## config.mk

```make
export PLATFORM = sky130hd
export DESIGN_NAME = queue_serial_reader
export DESIGN_NICKNAME = d
export VERILOG_FILES = /design/src/rtl/queue_serial_reader.sv
export SDC_FILE = /design/constraint.sdc
export NUM_CORES = 1
export LEC_CHECK = 0
export BUFFER_PORTS_ARGS = -buffer_cell sky130_fd_sc_hd__clkbuf_2
export CELL_PAD_IN_SITES_DETAIL_PLACEMENT = 1
export CELL_PAD_IN_SITES_GLOBAL_PLACEMENT = 1
export CORE_MARGIN = 1.5
export CORE_UTILIZATION = 39
export CTS_BUF_LIST = sky130_fd_sc_hd__clkbuf_16
export DETAILED_ROUTE_END_ITERATION = 12
export PLACE_DENSITY_LB_ADDON = 0.1
export SYNTH_ARGS = -nofsm -noshare
export SYNTH_HDL_FRONTEND = slang
export SYNTH_SLANG_ARGS = --single-unit
```

## constraint.sdc

```tcl
create_clock -name clk -period 1.8 [get_ports clk]
set_clock_uncertainty 0.1 [all_clocks]
set_input_delay 0.09 -clock clk [delete_from_list [all_inputs] [get_ports clk]]
set_output_delay 0.09 -clock clk [all_outputs]
set_load 0.02 [all_outputs]
```

## src/rtl/queue_serial_reader.sv

```systemverilog
// queue_serial_reader
// Pops words from the FIFO queue read port and shifts each one out on a
// single asynchronous serial line: start bit, DATA_WIDTH data bits LSB
// first, optional even-parity bit, stop bit.
// Optional feature macro: PARITY_EN (adds the even-parity bit and state).
module queue_serial_reader #(
    parameter int DATA_WIDTH   = 4,
    parameter int CLKS_PER_BIT = 16
) (
    input  logic                  clk,
    input  logic                  reset,
    input  logic                  empty,
    input  logic [DATA_WIDTH-1:0] read_data,
    output logic                  read_cmd,
    output logic                  tx,
    output logic                  busy,
    output logic                  tx_done_tick
);

    localparam int BAUD_W = $clog2(CLKS_PER_BIT);
    localparam int IDX_W  = $clog2(DATA_WIDTH) + 1;

    localparam logic [BAUD_W-1:0] BAUD_LAST = BAUD_W'(CLKS_PER_BIT - 1);
    localparam logic [IDX_W-1:0]  IDX_LAST  = IDX_W'(DATA_WIDTH - 1);

    localparam logic [2:0] IDLE   = 3'd0;
    localparam logic [2:0] REQ    = 3'd1;
    localparam logic [2:0] LOAD   = 3'd2;
    localparam logic [2:0] START  = 3'd3;
    localparam logic [2:0] DATA   = 3'd4;
`ifdef PARITY_EN
    localparam logic [2:0] PARITY = 3'd5;
`endif
    localparam logic [2:0] STOP   = 3'd6;

    logic [2:0]            state;
    logic [BAUD_W-1:0]     baud;
    logic [IDX_W-1:0]      bit_idx;
    logic [DATA_WIDTH-1:0] shift;
    logic [DATA_WIDTH-1:0] shift_next;
    logic                  baud_end;
`ifdef PARITY_EN
    logic                  parity;
`endif

    // Next shift value and end-of-bit-period detect
    always_comb begin
        shift_next = shift >> 1;
        baud_end   = (baud == BAUD_LAST);
    end

    // Frame sequencer: pop request, load, then start/data/parity/stop timing
    always_ff @(posedge clk or posedge reset) begin
        if (reset) begin
            state        <= IDLE;
            baud         <= '0;
            bit_idx      <= '0;
            shift        <= '0;
            tx           <= 1'b1;
            read_cmd     <= 1'b0;
            busy         <= 1'b0;
            tx_done_tick <= 1'b0;
`ifdef PARITY_EN
            parity       <= 1'b0;
`endif
        end else begin
            tx_done_tick <= 1'b0;
            case (state)
                IDLE: begin
                    tx <= 1'b1;
                    if (!empty) begin
                        read_cmd <= 1'b1;
                        busy     <= 1'b1;
                        state    <= REQ;
                    end
                end
                REQ: begin
                    read_cmd <= 1'b0;
                    state    <= LOAD;
                end
                LOAD: begin
                    shift <= read_data;
`ifdef PARITY_EN
                    parity <= ^read_data;
`endif
                    tx    <= 1'b0;
                    baud  <= '0;
                    state <= START;
                end
                START: begin
                    if (baud_end) begin
                        baud    <= '0;
                        tx      <= shift[0];
                        bit_idx <= '0;
                        state   <= DATA;
                    end else begin
                        baud <= baud + 1'b1;
                    end
                end
                DATA: begin
                    if (baud_end) begin
                        baud  <= '0;
                        shift <= shift_next;
                        if (bit_idx == IDX_LAST) begin
`ifdef PARITY_EN
                            tx    <= parity;
                            state <= PARITY;
`else
                            tx    <= 1'b1;
                            state <= STOP;
`endif
                        end else begin
                            tx      <= shift_next[0];
                            bit_idx <= bit_idx + 1'b1;
                        end
                    end else begin
                        baud <= baud + 1'b1;
                    end
                end
`ifdef PARITY_EN
                PARITY: begin
                    if (baud_end) begin
                        baud  <= '0;
                        tx    <= 1'b1;
                        state <= STOP;
                    end else begin
                        baud <= baud + 1'b1;
                    end
                end
`endif
                STOP: begin
                    if (baud_end) begin
                        baud         <= '0;
                        tx_done_tick <= 1'b1;
                        busy         <= 1'b0;
                        state        <= IDLE;
                    end else begin
                        baud <= baud + 1'b1;
                    end
                end
                default: begin
                    tx       <= 1'b1;
                    read_cmd <= 1'b0;
                    busy     <= 1'b0;
                    state    <= IDLE;
                end
            endcase
        end
    end

endmodule

```

==> flow_summary.json <==
{
  "status": "complete, but fails checks",
  "violations": "setup timing",
  "fin_crit_sh": 1.00,
  "core_area_mm2": 0.00250,
  "ant_nets": 0,
  "p_switching_mw": 0.694,
  "hold_path.class": "in -> reg",
  "slew-limit-headroom": 0.528,
  "area_delta_synth_final_pct": 23.2,
  "setup-violations-final": 1,
  "routed_wl_mm": 2.60,
  "drc": 0,
  "synth_area_leaders": "dfrtp_1 41%, mux2_2 6.5%, ha_1 3.6%",
  "dp_cells": 147,
  "syn_area_per_cell_um2": 9.85,
  "r2r_cells": 5,
  "synthSimpleGateAreaFrac": 0.167,
  "cp_top_family": "simple AND/OR/NAND/NOR gates",
  "critical_path_class": "reg -> reg",
  "h-tree-depth": 1,
  "required_ns": 1.87,
  "yosysMostFrequentCell": "dfrtp_1",
  "cts-root-buf": "clkbuf_16",
  "p_seq_frac": 0.358,
  "gp_congestion": 0.809,
  "design_power_total_mw": 1.91,
  "viasPerCell": 5.78,
  "tightest_slew_ns": 0.707,
  "synth_top_cells_by_count": "17 x dfrtp_1, 8 x inv_1, 6 x a21oi_1, 6 x mux2_2, 6 x nor2_1",
  "path_clk_slew_ns": 0.06,
  "maxSlewViolCount": 0,
  "reg2reg_from": "bit_idx[0]",
  "nets": 133,
  "grt_max_degree": 19,
  "numCtsBuffers": 3,
  "rows": 18,
  "fill_cells": 291,
  "crit_slowest_cell": "or4b_4",
  "dieArea_mm2": 0.00297,
  "synth_area_leader_cell": "dfrtp_1",
  "cp_num_cells": 5,
  "synth_xor_area_frac": 0.00846,
  "synth_nets": 115,
  "max_stage_delay_ns": 0.50,
  "crit_buf_inv": 0,
  "syn_inst": 105,
  "ys_types": 38,
  "hpwl_mm": 1.87,
  "switching_share": 0.363,
  "p_int_mw": 1.22,
  "stdcell_count": 152,
  "worstSetupStartpoint": "bit_idx[0]",
  "wl_per_cell_um": 17.1,
  "antenna_cells": 0,
  "ir_worst_vdd_mv": 0.967,
  "cp_max_fo": 3,
  "post_cts_buffers": 0,
  "gr-total-overflow": 0,
  "cellPowerDensity_mw_per_mm2": 1500,
  "r2r_end": "bit_idx[0]",
  "die_x_um": 54.5,
  "crit_path_cell_trace": "ha_2, ha_4, or4b_4, or2_4, mux2i_1",
  "power_frac_comb": 0.404,
  "clockBufferDepth": 2,
  "min_path_cells": 3,
  "grt_setup_unrepaired": "true",
  "synthesis.area_mm2": 0.00103,
  "reg2reg_setup_slack_ns": -0.003,
  "synth_top_flop_cell": "dfrtp_1",
  "hold_end": "shift[3]",
  "grt_pass1_vias": 901,
  "synth_compound_area_frac": 0.204,
  "arrival_ns": 1.87,
  "synth_top_family_by_area": "compound AO/OA/AOI/OAI gates",
  "leakage_nw": 0.546,
  "grt.total_usage": 0.216,
  "async_flop_share": 1.00,
  "firstDrtPassIters": 4,
  "yosys_warnings": 0,
  "clkLatencyLatePin_ns": 0.25,
  "setup_slack_ns": -0.00301,
  "antenna_found_initial": 0,
  "min_from": "read_data[3]",
  "clock_power_share": 0.238,
  "initial_core_util": 0.414,
  "hold_ws_ns": 0.0468,
  "cts_sinks": 18,
  "min_period_ns": 1.80,
  "fmax_mhz": 555,
  "setup.worst_path.start_class": "flip-flop",
  "drive_gt1_frac": 0.336,
  "hold_violations": 0,
  "portBuffers": 10,
  "synth-seq-area-share": 0.437,
  "grt_pass1_wl_mm": 4.41,
  "cts_tree": "yes",
  "first_iter_violations": 6,
  "io_pins": 11,
  "vias": 879,
  "end_kind": "flip-flop",
  "yosys.area.top_type_share": 0.411,
  "drv_cap": 0,
  "muxShareOfSynthArea": 0.0750,
  "synth_edf_count": 0,
  "ys_seq_elements": 18,
  "yosys.area_share.adder": 0.0459,
  "die_h_um": 54.5
}
-- metrics by stage --
step                      instance area, um2  setup slack (ns)   util  setup TNS, ns
final                                   1270          -0.00301  0.510       -0.00301
after global routing                    1270            -0.116  0.510         -0.309
after CTS                               1260           -0.0120  0.504        -0.0120
after detailed placement                1150           -0.0735  0.462         -0.182
after global placement                  1150          -0.00843  0.462        -0.0177
after floorplan                         1030            0.0308      -              0
-- registers in the layout (all words and copies together), names as in the netlist --
register	flops
state	3
read_cmd	1
bit_idx	3
busy	1
shift	4
tx_done_tick	1
baud	4
tx	1
-- routing by layer --
layer  global-route usage  vias to the layer above  part of all wire
met5                    0                        -                 0
met4               0.0750                        0             0.016
met3               0.0492                        5             0.018
met2                0.351                        7              0.50
met1                0.280                      449              0.47
li1                     -                      418                 -
-- layout by cell type (no fill, tap or decap), types with 4 or more instances in the layout --
cell type,instances
clkbuf_2,10
mux2_2,6
inv_1,8
o21ai_0,4
dfrtp_1,17
a21oi_1,5
buf_4,9
nand2_1,5
nor2_1,6
nand2b_1,4
-- power groups by stage --
| stage | clock network, mW | logic [mW] | registers (mW) |
|---|---|---|---|
| final | 0.455 | 0.770 | 0.684 |
| after global routing | 0.480 | 0.855 | 0.709 |
| after CTS | 0.462 | 0.770 | 0.683 |
| after detailed placement | 0 | 0.759 | 0.691 |
| after global placement | 0 | 0.725 | 0.681 |
| after floorplan | 0 | 0.485 | 0.700 |
-- worst reg2reg max path, stage by stage (launching register included) --
cell and delay [ns]:
dfrtp_1 0.38, ha_2 0.20, ha_4 0.15, or4b_4 0.50
or2_4 0.26, mux2i_1 0.13
-- cells by family after synthesis --
logic type,Yosys count
multiplexers,7
AND/OR/NAND/NOR,30
AO/OA/AOI/OAI,30
adder cells (fa/ha/maj),4
flip-flops,18
buffers and inverters,15
XOR/XNOR,1
-- worst max-delay path by stage --
stage	endpoint
finish	bit_idx[0]
global route	bit_idx[0]
CTS	bit_idx[0]
detailed placement	bit_idx[0]
global placement	bit_idx[0]
floorplan	bit_idx[0]
-- cell type report --
class,count,area (um2),share of cell area
sequential,18,452,0.354
inverter,8,30.0,0.0236
clock buffer,3,75.1,0.0589
clock inverter,1,3.75,0.00294
multi-input combinational,72,549,0.431
tap,30,37.5,0.0294
timing repair buffer,20,128,0.100
-- repair_timing --
action,4_1_cts,5_1_grt
endpoints found under the hold margin,17,0
resized for setup,4,3
pin swaps,0,1
setup endpoints to repair,4,7
hold buffers,1,0
Power figures use the tool's default switching activity.
